**src/rtl/gsm_multi_dialer.sv**
```systemverilog
// gsm_multi_dialer: debounces NUM_CONTACTS call keys plus a hang-up key,
// arbitrates between them and streams "ATD<number>;\r\n" or "ATH\r\n"
// as 8N1 UART frames to the GSM module.
//
// state | meaning
// ------+---------------------------------------------------------------
// IDLE  | line high, waiting for a debounced key request
// LOAD  | fetch the current command byte, reset the bit timer
// START | start bit (low) for BIT_CYC cycles
// DATA  | 8 data bits, LSB first, BIT_CYC cycles each
// STOP  | stop bit (high); then next byte's START or DONE after the last
// DONE  | one-cycle done pulse, busy low, then back to IDLE
module gsm_multi_dialer #(
  parameter int CLK_FREQ     = 50_000_000,
  parameter int BAUD         = 9600,
  parameter int NUM_CONTACTS = 2,
  parameter int NUM_DIGITS   = 11,
  parameter logic [NUM_CONTACTS*NUM_DIGITS*8-1:0] PHONE_BOOK = {NUM_CONTACTS*NUM_DIGITS{8'h30}},
  parameter int DEBOUNCE_CYC = 1_000_000,
  localparam int AW = (NUM_CONTACTS > 1) ? $clog2(NUM_CONTACTS) : 1
) (
  input  logic                    clk,
  input  logic                    rst_n,
  input  logic [NUM_CONTACTS-1:0] call_key_n,
  input  logic                    hangup_key_n,
  output logic                    calling_tx,
  output logic                    busy,
  output logic                    done,
  output logic [AW-1:0]           active_contact,
  output logic                    is_hangup
);

  localparam int BIT_CYC = CLK_FREQ / BAUD;
  localparam int TW      = (BIT_CYC > 1) ? $clog2(BIT_CYC) : 1;
  localparam int DBW     = (DEBOUNCE_CYC > 1) ? $clog2(DEBOUNCE_CYC) : 1;
  localparam int IDXW    = $clog2(NUM_DIGITS + 6);
  localparam int NK      = NUM_CONTACTS + 1;
  localparam int HUP     = NUM_CONTACTS;

  localparam logic [2:0] S_IDLE  = 3'd0;
  localparam logic [2:0] S_LOAD  = 3'd1;
  localparam logic [2:0] S_START = 3'd2;
  localparam logic [2:0] S_DATA  = 3'd3;
  localparam logic [2:0] S_STOP  = 3'd4;
  localparam logic [2:0] S_DONE  = 3'd5;

  logic [NK-1:0]   raw_keys;
  logic [NK-1:0]   sync1;
  logic [NK-1:0]   sync2;
  logic [1:0]      sync_ready;
  logic [NK-1:0]   deb;
  logic [NK-1:0]   armed;
  logic [NK-1:0]   req;
  logic [DBW-1:0]  deb_cnt [NK];

  logic [2:0]      state;
  logic [TW-1:0]   timer;
  logic [2:0]      bit_cnt;
  logic [IDXW-1:0] byte_idx;
  logic            last_byte;
  logic [7:0]      shreg;
  logic [7:0]      byte_val;
  logic [IDXW-1:0] last_idx;
  logic [NUM_DIGITS*8-1:0] number;
  logic            call_hit;
  logic [AW-1:0]   call_idx;

  assign raw_keys = {hangup_key_n, call_key_n};

  // Two-flop synchronisers; sync_ready marks when sync2 reflects real pins
  // after reset so a key held through reset cannot look released.
  always_ff @(posedge clk or negedge rst_n) begin
    if (!rst_n) begin
      sync1      <= '1;
      sync2      <= '1;
      sync_ready <= 2'b00;
    end else begin
      sync1      <= raw_keys;
      sync2      <= sync1;
      sync_ready <= {sync_ready[0], 1'b1};
    end
  end

  // Per-key debounce; a press request needs the key to have been seen
  // released (armed) since reset, and fires once on the debounced fall.
  always_ff @(posedge clk or negedge rst_n) begin
    if (!rst_n) begin
      deb   <= '1;
      armed <= '0;
      req   <= '0;
      for (int k = 0; k < NK; k++) deb_cnt[k] <= '0;
    end else begin
      for (int k = 0; k < NK; k++) begin
        req[k] <= 1'b0;
        if (sync_ready[1] && sync2[k] && deb[k]) armed[k] <= 1'b1;
        if (sync2[k] == deb[k]) begin
          deb_cnt[k] <= '0;
        end else if (deb_cnt[k] == DBW'(DEBOUNCE_CYC - 1)) begin
          deb_cnt[k] <= '0;
          deb[k]     <= sync2[k];
          req[k]     <= armed[k] & ~sync2[k];
        end else begin
          deb_cnt[k] <= deb_cnt[k] + 1'b1;
        end
      end
    end
  end

  // Lowest-index call request wins.
  always_comb begin
    call_hit = 1'b0;
    call_idx = '0;
    for (int k = NUM_CONTACTS - 1; k >= 0; k--) begin
      if (req[k]) begin
        call_hit = 1'b1;
        call_idx = AW'(k);
      end
    end
  end

  // Command byte lookup for the current byte index.
  always_comb begin
    number = '0;
    for (int k = 0; k < NUM_CONTACTS; k++) begin
      if (active_contact == AW'(k)) number = PHONE_BOOK[k*NUM_DIGITS*8 +: NUM_DIGITS*8];
    end
    last_idx = is_hangup ? IDXW'(4) : IDXW'(NUM_DIGITS + 5);
    byte_val = 8'h00;
    if (byte_idx == IDXW'(0)) begin
      byte_val = 8'h41;
    end else if (byte_idx == IDXW'(1)) begin
      byte_val = 8'h54;
    end else if (is_hangup) begin
      if (byte_idx == IDXW'(2)) byte_val = 8'h48;
      else if (byte_idx == IDXW'(3)) byte_val = 8'h0D;
      else if (byte_idx == IDXW'(4)) byte_val = 8'h0A;
    end else begin
      if (byte_idx == IDXW'(2)) byte_val = 8'h44;
      for (int d = 0; d < NUM_DIGITS; d++) begin
        if (byte_idx == IDXW'(d + 3)) byte_val = number[(NUM_DIGITS-1-d)*8 +: 8];
      end
      if (byte_idx == IDXW'(NUM_DIGITS + 3)) byte_val = 8'h3B;
      else if (byte_idx == IDXW'(NUM_DIGITS + 4)) byte_val = 8'h0D;
      else if (byte_idx == IDXW'(NUM_DIGITS + 5)) byte_val = 8'h0A;
    end
  end

  // Sequencer: arbitration, bit timing and the registered TX line.
  always_ff @(posedge clk or negedge rst_n) begin
    if (!rst_n) begin
      state          <= S_IDLE;
      calling_tx     <= 1'b1;
      timer          <= '0;
      bit_cnt        <= '0;
      byte_idx       <= '0;
      last_byte      <= 1'b0;
      shreg          <= '0;
      active_contact <= '0;
      is_hangup      <= 1'b0;
    end else begin
      case (state)
        S_IDLE: begin
          calling_tx <= 1'b1;
          if (req[HUP]) begin
            is_hangup <= 1'b1;
            byte_idx  <= '0;
            state     <= S_LOAD;
          end else if (call_hit) begin
            is_hangup      <= 1'b0;
            active_contact <= call_idx;
            byte_idx       <= '0;
            state          <= S_LOAD;
          end
        end
        S_LOAD: begin
          shreg      <= byte_val;
          timer      <= TW'(BIT_CYC - 1);
          calling_tx <= 1'b0;
          state      <= S_START;
        end
        S_START: begin
          if (timer == '0) begin
            timer      <= TW'(BIT_CYC - 1);
            calling_tx <= shreg[0];
            shreg      <= {1'b0, shreg[7:1]};
            bit_cnt    <= '0;
            state      <= S_DATA;
          end else begin
            timer <= timer - 1'b1;
          end
        end
        S_DATA: begin
          if (timer == '0) begin
            timer <= TW'(BIT_CYC - 1);
            if (bit_cnt == 3'd7) begin
              calling_tx <= 1'b1;
              last_byte  <= (byte_idx == last_idx);
              byte_idx   <= byte_idx + 1'b1;
              state      <= S_STOP;
            end else begin
              calling_tx <= shreg[0];
              shreg      <= {1'b0, shreg[7:1]};
              bit_cnt    <= bit_cnt + 1'b1;
            end
          end else begin
            timer <= timer - 1'b1;
          end
        end
        S_STOP: begin
          if (timer == '0) begin
            if (last_byte) begin
              is_hangup <= 1'b0;
              state     <= S_DONE;
            end else begin
              timer      <= TW'(BIT_CYC - 1);
              shreg      <= byte_val;
              calling_tx <= 1'b0;
              state      <= S_START;
            end
          end else begin
            timer <= timer - 1'b1;
          end
        end
        S_DONE: begin
          calling_tx <= 1'b1;
          state      <= S_IDLE;
        end
        default: begin
          calling_tx <= 1'b1;
          state      <= S_IDLE;
        end
      endcase
    end
  end

  assign busy = (state == S_LOAD) || (state == S_START) || (state == S_DATA) || (state == S_STOP);
  assign done = (state == S_DONE);

endmodule

```
**config.mk**
```make
export PLATFORM = sky130hd
export DESIGN_NAME = gsm_multi_dialer
export DESIGN_NICKNAME = d
export VERILOG_FILES = /design/src/rtl/gsm_multi_dialer.sv
export SDC_FILE = /design/constraint.sdc
export NUM_CORES = 1
export LEC_CHECK = 0
export CAP_MARGIN = 10
export CORE_ASPECT_RATIO = 0.5
export CORE_MARGIN = 2
export CORE_UTILIZATION = 45
export CTS_BUF_LIST = sky130_fd_sc_hd__clkbuf_8 sky130_fd_sc_hd__clkbuf_16
export DETAILED_ROUTE_END_ITERATION = 6
export GPL_ROUTABILITY_DRIVEN = 0
export HOLD_SLACK_MARGIN = 0.1
export SLEW_MARGIN = 15
export SYNTH_ARGS = -nofsm -noshare
export SYNTH_HDL_FRONTEND = slang
export SYNTH_SLANG_ARGS = --single-unit
```
**constraint.sdc**
```tcl
create_clock -name clk -period 4.58 [get_ports clk]
set_clock_uncertainty 0.1 [all_clocks]
set_input_delay 0.916 -clock clk [delete_from_list [all_inputs] [get_ports clk]]
set_output_delay 0.916 -clock clk [all_outputs]
set_load 0.01 [all_outputs]
```
Yosys cells after proc, flatten, opt, wreduce, memory -nomap -nowiden
Cells that the tools add are included.

Word-level logic and storage cells: 181. Input port bits: 5. Output and inout bits: 5. Register bits: 113.

Mux-type cells: 75. Equal/unequal tests: 38. Reduce and logical (&&, ||, !) cells: 30. Add/sub/neg operators: 6. Bitwise logic cells: 10.

Operator list (number): 2-to-1 mux 8 bit (22); 2-to-1 mux 20 bit (6); adder 20 x 1 -> 20 bit (second input constant) (3); equality test 20 bit (second input constant) (3); equality test 5 x 4 -> 1 bit (second input constant) (8); 2-to-1 mux 13 bit (3); case mux 13 bit (3 select lines) (1); case mux 8 bit (4 select lines) (1); 2-to-1 mux 3 bit (10); 2-to-1 mux 5 bit (5); equality test 5 x 3 -> 1 bit (second input constant) (4); 2-to-1 mux 1 bit (18); AND reduction 4 bit (4); case mux 3 bit (5 select lines) (1); 2-to-1 mux 7 bit (2); != test 2 bit (second input constant) (7); zero test 13 bit (1); subtractor 13 x 1 -> 13 bit (second input constant) (1); equality test 5 x 2 -> 1 bit (second input constant) (2); case mux 5 bit (2 select lines) (1); equality test 3 bit (second input constant) (3); 2-to-1 mux 4 bit (2); AND reduction 2 bit (4); NOT 1 bit (7); other kinds (24) (40).

Longest topological paths before layout
Gate-level depths: netlist of run 1.

Depth after elaboration: 22. Mapped depth: 8. Gate-level depth less buffers: 7.

Worst setup path before layout of run 1
Ideal clock, no wire load.

Path type: reg-to-reg. Start: register timer[0]. End: register last_byte. Library setup time: 125 ps. Data arrival time: 2285 ps. Clock period less this slack: 2510 ps. Path slack: 2070 ps. Path buffers: 0. Cell stages (with the launch flop): 8. Required time: 4355 ps. Path through: dfrtp_1 > inv_1 > ha_1 > or4b_4 > nor4_4 > inv_2 > or3_4 > mux2_4.

Cells in the longest elaborated chain, start to end: 2.

Ends and longest elaborated chain: start: declaration (line 57) `logic [TW-1:0] timer;`; start signal: assignment (line 177) `timer <= TW'(BIT_CYC - 1);`; start signal: assignment (line 183) `timer <= TW'(BIT_CYC - 1);`; start signal: assignment (line 189) `timer <= timer - 1'b1;`; zero test 13 bit (line 193) `if (timer == '0) begin`; AND reduction 3 bit (no source line); end signal: assignment (line 197) `last_byte <= (byte_idx == last_idx);`; end: declaration (line 60) `logic last_byte;`.

Every way passes these cells. A chain may end at the register's enable or synchronous reset.

Final worst setup path of run 1
Start: register state[2]. End: output port busy.

Cells in the longest elaborated chain, start to end: 4. Elaborated cells on any way between the ends: 7. Those cells by class: 4 x eq/ne; 3 x reduce/logical.

Ends and longest elaborated chain: start: declaration (line 56) `logic [2:0] state;`; start signal: assignment (line 151) `state <= S_IDLE;`; start signal: assignment (line 167) `state <= S_LOAD;`; start signal: assignment (line 172) `state <= S_LOAD;`; equality test 3 x 1 -> 1 bit or equality test 3 x 2 -> 1 bit (tied branches) (line 236) `assign busy = (state == S_LOAD) || (state == S_START) || (state == S_DATA) || (state == S_STOP);`; logical OR 1 bit (2 in a row) (line 236); logical OR 1 bit (*) (line 236); end: declaration (line 27) `output logic busy,`.

Mark *: on every way between the ends. The rest lies on a longest branch, timed or not.

==> flow_summary.yaml, run 1 <==
layout:
  fin_nets: 605
  antenna_cells: 0
  syn_to_final_growth_pct: 9.07
  final_util_pct: 51.3
  layout-drive-gt1-share_pct: 8.25
  fill_cells: 1154
place:
  dp_hpwl_um: 7140
  port_buffers: 9
clock_network:
  htreeDepth: 3
  cts.repair.resized: 0
  cts_sinks: 112
  insertion_delay_ns: 0.34
  clkTransAtPathRegs_ns: 0.08
  cts-root-buf: "clkbuf_16"
  clockBufferDepth: 2
  cts_setup_buffers: 0
  cts_buffers: 9
  hold_buffers: 0
  cts_tree: "yes"
sta:
  setup_tns_ns: 0
  max_freq_mhz: 292
  maxSlewHeadroom_pct: 35.0
  post-route-period-util_pct: 74.7
  fin_crit_ns: 3.42
  final_max_slew_viol_count: 0
  finalHoldViolations: 0
  grt_setup_unrepaired: "no"
  setup_viol: 0
  worst_slew_pin_slew_ns: 0.966
logic_synthesis:
  netlist.area_leader.share_pct: 45.0
  yosys.area_share.simple_pct: 26.1
  synthAdderAreaFrac_pct: 2.43
  synth_most_common_cell: "dfrtp_1"
  async_flop_share_pct: 100
  yosys.area.top_type: "dfrtp_1"
  ys_warn_count: 0
  synthTopCellsByCount: "102 x dfrtp_1, 90 x nor2_1, 51 x nand2_1, 45 x nand3_1, 38 x xor2_1"
  synth_nets: 602
  synth_seq_area_share_pct: 49.7
  ys_ff_latch: 112
  netlist_instances: 586
  syn_area_per_cell_um2: 9.67
  synthDistinctLibCells: 62
  ys_dominant_reg_cell: "dfrtp_1"
  synth_edf_count: 0
  syn_area_um2: 5670
  ys_top_cells_by_area: "dfrtp_1 45%, nor2_1 6.0%, xor2_1 5.9%, dfstp_2 4.6%, nand3_1 4.0%"
  synth_mux_area_share_pct: 1.06
  synth_top_family_by_area: "simple AND/OR/NAND/NOR gates"
  synth_compound_area_share_pct: 8.74
  synth_xor_area_share_pct: 9.58
detailed_routing:
  drc_errors: 0
  ant_nets: 0
  post_drt_wl_per_cell_um: 13.8
  vias: 4083
  firstDrtPassIters: 4
  drtIter0Drc: 320
  wl_um: 10500
  drt-vias-per-instance: 5.38
critical_path:
  path_max_fanout: 17
  r2r_setup_slack_ns: 1.58
  worst_setup_path_start_kind: "register"
  crit_arrival_ns: 2.40
  worstSetupPathType: "reg2out"
  critPathRequiredTime_ns: 3.56
  crit_path_end_kind: "output pin"
  ff2ff_path_depth: 7
power_and_ir_drop:
  total_power_mw: 1.80
  cellLeakagePower_nw: 2.65
  vdd_drop_max_mv: 0.144
  p_per_area_nw_per_um2: 290
die:
  core_um2: 12100
  die_w_um: 163
  rows: 28
  die_h_um: 83.4
  start_util_pct: 47.0
  dieArea_um2: 13600
  io_pins: 10
flow_run:
  maxCapViolCount: 0
hold_path:
  holdPathStages: 0
  holdCritPathClass: "reg2reg"
global_route:
  grt_max_degree: 75
  grt_usage_pct: 16.8
  grt_overflow: 0
  antenna_found_initial: 0
  grt_pass1_vias: 3885
  grt_pass1_wl_um: 18600
status:
  status: "complete, no violations"
==> power breakdown <==
| group | internal (mW) | leakage (nW) | switching (mW) | total [mW] |
|---|---|---|---|---|
| combinational | 0.0109 | 0.993 | 0.0325 | 0.0434 |
| sequential | 1.00 | 1.52 | 0.0102 | 1.01 |
| clock | 0.376 | 0.142 | 0.365 | 0.741 |
| total | 1.39 | 2.65 | 0.407 | 1.80 |
==> final cells by class <==
| class | instances | area [um^2] | area share [%] |
|---|---|---|---|
| repair buffers | 12 | 110 | 1.78 |
| flip-flops and latches | 112 | 2820 | 45.5 |
| multi-input cells | 440 | 2720 | 44.0 |
| well taps | 165 | 206 | 3.34 |
| clock buffers | 9 | 225 | 3.64 |
| clock inverters | 7 | 52.6 | 0.850 |
| inverters | 14 | 52.6 | 0.850 |
==> worst max-delay path, cell delays in order (launching register included) <==
cell             delay (ns)
dfrtp_1                0.62
or3b_1                 0.56
nand2_1                0.28
clkdlybuf4s50_1        0.59
==> cells in the final DEF (no fill, tap or decap), types with 4 or more instances in the layout <==
cell and n:
nand4_1 15, xor2_1 38, a21oi_1 14, nor3_1 15, o22ai_1 4, and4b_1 4, dfrtp_1 102, nand3_1 45
nor2b_1 6, a31o_2 4, clkdlybuf4s50_1 8, nand2b_1 5, o21ai_0 17, xnor2_1 24, nand2_1 51, and3_1 12
clkbuf_16 9, nor2_1 90, a31oi_1 6, dfstp_2 10, mux2_2 4, or4_1 5, and2_1 4, ha_1 11
buf_4 4, inv_1 13, nor4_1 11
==> final timing paths <==
check                                 to          start
min in group asynchronous      last_byte          rst_n
max reg2reg                   bit_cnt[0]       timer[0]
max                                 busy       state[2]
min                        sync_ready[1]  sync_ready[0]
max in group asynchronous       sync1[2]          rst_n
min reg2reg                sync_ready[1]  sync_ready[0]
==> cell families (layout without fill, tap and decap cells) <==
family	after synthesis	after routing
other cells	1	1
compound gates	72	72
simple gates	289	289
buf+inv	34	42
mux	5	5
fa+ha+maj	11	11
xor+xnor	62	62
flops	112	112
==> stage by stage <==
step	setup WS, ns	instances	hold WS (ns)	instance area, um^2
final	1.16	759	0.253	6180
after global placement	1.61	743	0.234	5900
after CTS	1.16	759	0.256	6180
after detailed placement	1.55	743	0.237	5900
after global routing	1.00	759	0.261	6180
after floorplan	2.07	586	0.231	5670
==> flip-flops by register name, indices dropped and copies added, names as in the netlist <==
name	flops
active_contact	1
armed	3
bit_cnt	3
byte_idx	5
calling_tx	1
deb	3
deb_cnt	60
is_hangup	1
last_byte	1
req	3
shreg	7
state	3
sync1	3
sync2	3
sync_ready	2
timer	13
==> routing by layer <==
| metal | global-route usage (%) | up-vias | routed length, um |
|---|---|---|---|
| met5 | 0 | - | 0 |
| met4 | 4.34 | 0 | 68 |
| met3 | 4.40 | 7 | 324 |
| met2 | 25.0 | 46 | 4560 |
| met1 | 24.2 | 1956 | 5530 |
| li1 | - | 2074 | - |
No activity file was read; power rests on OpenSTA's default activity.
==> run 2, diff against run 1 <==
clock period = 3.1 ns   (was 4.58 ns; I/O delays follow)
==> run 2 against run 1 <==
Utilization rose by 0.78 points. Sequential share of layout area fell by 0.68 points. Routed wire length rose by 1.0%. Count of clock-buffer cells in the layout is 1 higher. Global-route usage down 0.22 points. Critical path type unchanged.
==> flow_summary.yaml, run 2 (synthesis gave the netlist of run 1 again) <==
place:
  post-place-cells: 750
  dp_hpwl_um: 7100
  port_buffers: 9
  preCtsSetupSlack_ns: 0.414
layout:
  largest_register_ffs: 60
  layout-drive-gt1-share_pct: 9.15
  top_register: "deb_cnt"
  syn_to_final_growth_pct: 10.7
  layout_commonest_cell: "dfrtp_1"
  antenna_cells: 0
  final_cell_mix: "102 x dfrtp_1, 90 x nor2_1, 51 x nand2_1, 45 x nand3_1, 38 x xor2_1"
  top_regs: "deb_cnt: 60 flops, timer: 13 flops, shreg: 7 flops"
  final-instance-count-excl-fill: 766
  fin_nets: 612
detailed_routing:
  wl_um: 10600
  routed.top_layer: "met4"
  firstDrtPassIters: 4
  ant_nets: 0
  drt-vias-per-instance: 5.39
  wl_met1_um: 5460
  drtIter0Drc: 323
  post_drt_wl_per_cell_um: 13.8
  drc_errors: 0
  routed-wl-met2_um: 4750
  vias: 4130
  wl_met3_um: 280
critical_path:
  max_stage_delay_ns: 0.59
  path_max_fanout: 11
  critPathRequiredTime_ns: 2.38
  crit_chain: "or3b_1 -> nand2_1 -> clkdlybuf4s50_1"
  path_buf_inv: 1
  crit_path_end_kind: "output pin"
  crit_slowest_cell: "clkdlybuf4s50_1"
  ff2ff_path_depth: 7
  path_depth: 3
  worstSetupPathType: "reg2out"
  critPathTopFamily: "simple AND/OR/NAND/NOR gates"
  crit_arrival_ns: 2.11
  worst_setup_path_start_kind: "register"
sta:
  setup_tns_ns: 0
  setup_ws_ns: 0.274
  post-route-period-util_pct: 91.1
  finalHoldViolations: 0
  final_max_slew_viol_count: 0
  worst_slew_pin_slew_ns: 0.785
  maxSlewHeadroom_pct: 47.2
  fin_crit_ns: 2.83
  grt_setup_unrepaired: "no"
  max_freq_mhz: 354
  setup_viol: 0
global_route:
  grt_overflow: 0
  grt_pass1_vias: 3990
  grt_usage_pct: 16.6
  grt_pass1_wl_um: 18500
  antenna_found_initial: 0
  grt_max_degree: 50
die:
  start_util_pct: 47.0
  die_w_um: 163
  io_pins: 10
  die_h_um: 83.4
  dieArea_um2: 13600
  core_um2: 12100
  rows: 28
power_and_ir_drop:
  vdd_drop_max_mv: 0.267
  p_sw_mw: 0.607
  internal-power_mw: 2.15
  cellLeakagePower_nw: 2.71
  p_sw_share_pct: 22.0
  p_seq_share_pct: 54.1
  power.share.clock_pct: 43.4
  p_per_area_nw_per_um2: 440
  total_power_mw: 2.76
  p_comb_share_pct: 2.4
clock_network:
  clockBufferDepth: 2
  cts-root-buf: "clkbuf_16"
  cts.repair.resized: 0
  insertion_delay_ns: 0.35
  cts_buffers: 9
  cts_tree: "yes"
  clkTransAtPathRegs_ns: 0.07
  cts_sinks: 112
  htreeDepth: 3
  hold_buffers: 0
  cts_setup_buffers: 0
status:
  status: "complete, no violations"
flow_run:
  maxCapViolCount: 0
hold_path:
  holdCritPathClass: "in2async"
run 2: changes by cell type in the layout (fill, tap and decap cells not counted), sizes merged:
cell / delta
buf: +7
clkinv: -1
clkbuf: +1
inv: -1
bufinv: +1
run 2: power groups by stage:
| stage | sequential, mW | clock (mW) | combinational (mW) |
|---|---|---|---|
| final | 1.49 | 1.20 | 0.0676 |
| after global routing | 1.50 | 1.28 | 0.0806 |
| after CTS | 1.49 | 1.24 | 0.0716 |
| after detailed placement | 1.52 | 0 | 0.0720 |
| after global placement | 1.52 | 0 | 0.0701 |
| after floorplan | 1.52 | 0 | 0.0256 |
run 2: layout make-up:
type	instances	area, um^2
Clock inverter	6	67.6
Tap cell	165	206
Inverter	14	52.6
Sequential cell	112	2820
Timing Repair Buffer	19	175
Clock buffer	10	239
Fill cell	1099	5780
Multi-Input combinational cell	440	2720
run 2: through the flow:
step                      cell area, um^2  utilization, %  hold slack [ns]
after global routing                 6270            52.1            0.227
after floorplan                      5670               -            0.224
after global placement               5970            49.5            0.233
final                                6270            52.1            0.164
after CTS                            6270            52.1            0.191
after detailed placement             5970            49.5            0.236
run 2: worst register-to-register path, delay by kind of cell, from the launching register on:
kind / cells / cell delay [ns]
multiplexers: 1 / 0.39
buffers and inverters: 2 / 0.33
flip-flops: 1 / 0.44
AND/OR/NAND/NOR: 2 / 0.78
adder cells (fa/ha/maj): 1 / 0.18
AO/OA/AOI/OAI: 1 / 0.39
run 2: layer usage:
layer | vias to the layer above | global-route usage (%)
li1 | 2090 | -
met1 | 1987 | 22.9
met2 | 43 | 26.1
met3 | 10 | 4.30
met4 | 0 | 3.86
met5 | - | 0
run 2: final timing paths:
path	from	end	slack, ns
hold / removal	rst_n	shreg[3]	0.16
setup / recovery	state[2]	busy	0.27
setup reg to reg	timer[0]	shreg[6]	0.39
min in group clk	sync_ready[0]	sync_ready[1]	0.25
max in group asynchronous	rst_n	sync1[1]	1.95
hold reg to reg	sync_ready[0]	sync_ready[1]	0.25
==> run 3, diff against run 2 <==
CELL_PAD_IN_SITES_DETAIL_PLACEMENT = 0   (was not set)
CELL_PAD_IN_SITES_GLOBAL_PLACEMENT = 1   (was not set)
CORE_UTILIZATION = 44   (was 45)
PLACE_DENSITY_LB_ADDON = 0.1   (was not set)
SETUP_SLACK_MARGIN = 0.15   (was not set)
==> run 3 against run 2 <==
Register-to-register slack gained 0.02 ns. Sequential power about the same. Cell count up 0.91%. Cell area is 0.18% higher. Worst setup slack gained 0.031 ns. Fmax up 1.1%. Utilization down 2.3 points. Die area rose by 2.2%. Largest cell class unchanged.
==> flow_summary.yaml, run 3 (synthesis gave the netlist of run 1 again) <==
sta:
  hold_slack_ns: 0.177
  grt_setup_unrepaired: "no"
  setup_tns_ns: 0
  post-route-period-util_pct: 90.1
  worst_slew_pin_slew_ns: 0.752
  max_freq_mhz: 358
  final_max_slew_viol_count: 0
  setup_viol: 0
  fin_crit_ns: 2.79
  maxSlewHeadroom_pct: 49.4
  finalHoldViolations: 0
clock_network:
  cts_setup_buffers: 0
  cts_tree: "yes"
  clkTransAtPathRegs_ns: 0.07
  insertion_delay_ns: 0.35
  cts-root-buf: "clkbuf_16"
  clockBufferDepth: 2
  cts_buffers: 9
  htreeDepth: 3
  cts_sinks: 112
  hold_buffers: 0
layout:
  largest_register_ffs: 60
  layout-drive-gt1-share_pct: 9.95
  fin_nets: 614
  layout_commonest_cell: "dfrtp_1"
  top_regs: "deb_cnt: 60 flops, timer: 13 flops, shreg: 7 flops"
  fill_cells: 1218
  final_cell_mix: "101 x dfrtp_1, 90 x nor2_1, 51 x nand2_1, 45 x nand3_1, 38 x xor2_1"
  final-instance-count-excl-fill: 773
  syn_to_final_growth_pct: 10.9
  top_register: "deb_cnt"
  antenna_cells: 0
die:
  die_w_um: 164
  io_pins: 10
  dieArea_um2: 13900
  core_um2: 12600
  start_util_pct: 44.9
  rows: 29
  die_h_um: 84.2
detailed_routing:
  firstDrtPassIters: 4
  drt-vias-per-instance: 5.34
  ant_nets: 0
  drc_errors: 0
  post_drt_wl_per_cell_um: 14.5
  wl_um: 11200
  vias: 4130
  drtIter0Drc: 360
  routed.top_layer: "met4"
  wl_met1_um: 5800
  routed-wl-met2_um: 4970
  wl_met3_um: 323
power_and_ir_drop:
  p_per_area_nw_per_um2: 438
  vdd_drop_max_mv: 0.236
  cellLeakagePower_nw: 2.70
critical_path:
  critPathTopFamily: "simple AND/OR/NAND/NOR gates"
  critPathRequiredTime_ns: 2.38
  path_buf_inv: 1
  worstSetupPathType: "reg2out"
  worst_setup_path_start_kind: "register"
  crit_chain: "or3b_1 -> nand2_1 -> clkdlybuf4s50_1"
  crit_path_end_kind: "output pin"
  crit_slowest_cell: "clkdlybuf4s50_1"
  max_stage_delay_ns: 0.58
  path_max_fanout: 15
  crit_arrival_ns: 2.07
place:
  dp_hpwl_um: 7780
  port_buffers: 9
  post-place-cells: 757
global_route:
  grt_pass1_wl_um: 19900
  grt_overflow: 0
  grt_max_degree: 49
  antenna_found_initial: 0
  grt_usage_pct: 17.8
  grt_pass1_vias: 4066
flow_run:
  maxCapViolCount: 0
status:
  status: "complete, no violations"
hold_path:
  holdCritPathClass: "in2async"
## run 3: report_power, final
part | internal (mW) | switching, mW | leakage (nW)
Clock | 0.639 | 0.552 | 0.150
Sequential | 1.48 | 0.0153 | 1.52
Combinational | 0.0185 | 0.0493 | 1.04
Total | 2.14 | 0.617 | 2.70
## run 3: cell type report
class	count	area, um^2	area share, %
Clock inverter	7	78.8	1.25
Inverter	14	52.6	0.836
Timing Repair Buffer	21	178	2.83
Clock buffer	9	225	3.58
Tap cell	170	213	3.38
Multi-Input combinational cell	440	2720	43.3
Sequential cell	112	2820	44.8
## run 3: worst paths after layout
check	start	end	slack (ns)	cells after the start
worst min register to register	sync_ready[0]	sync_ready[1]	0.26	0
worst max register to register	timer[0]	last_byte	0.41	8
worst max-delay path	state[1]	busy	0.31	3
max in group asynchronous	rst_n	sync2[2]	1.91	2
worst min-delay path	rst_n	byte_idx[0]	0.18	1
min in group clk	sync_ready[0]	sync_ready[1]	0.26	0
## run 3: routing by layer
| metal | GRT usage [%] | vias to the layer above |
|---|---|---|
| met1 | 25.4 | 1996 |
| li1 | - | 2085 |
| met5 | 0 | - |
| met4 | 3.87 | 0 |
| met2 | 27.0 | 41 |
| met3 | 4.94 | 8 |
## run 3: per-stage QoR
stage / cell area, um^2 / worst slack, ns / total power [mW] / utilization [%]
global placement: 5980 / 0.453 / 1.59 / 47.3
global route: 6290 / 0.203 / 2.87 / 49.8
CTS: 6280 / 0.191 / 2.80 / 49.7
detailed placement: 5980 / 0.431 / 1.59 / 47.3
finish: 6290 / 0.306 / 2.75 / 49.8
floorplan: 5670 / 0.590 / 1.54 / -
## run 3: repair_timing
action / CTS / global route
resized for setup: 0 / 2
endpoints found under the hold margin: 0 / 0
setup endpoints to repair: 0 / 1
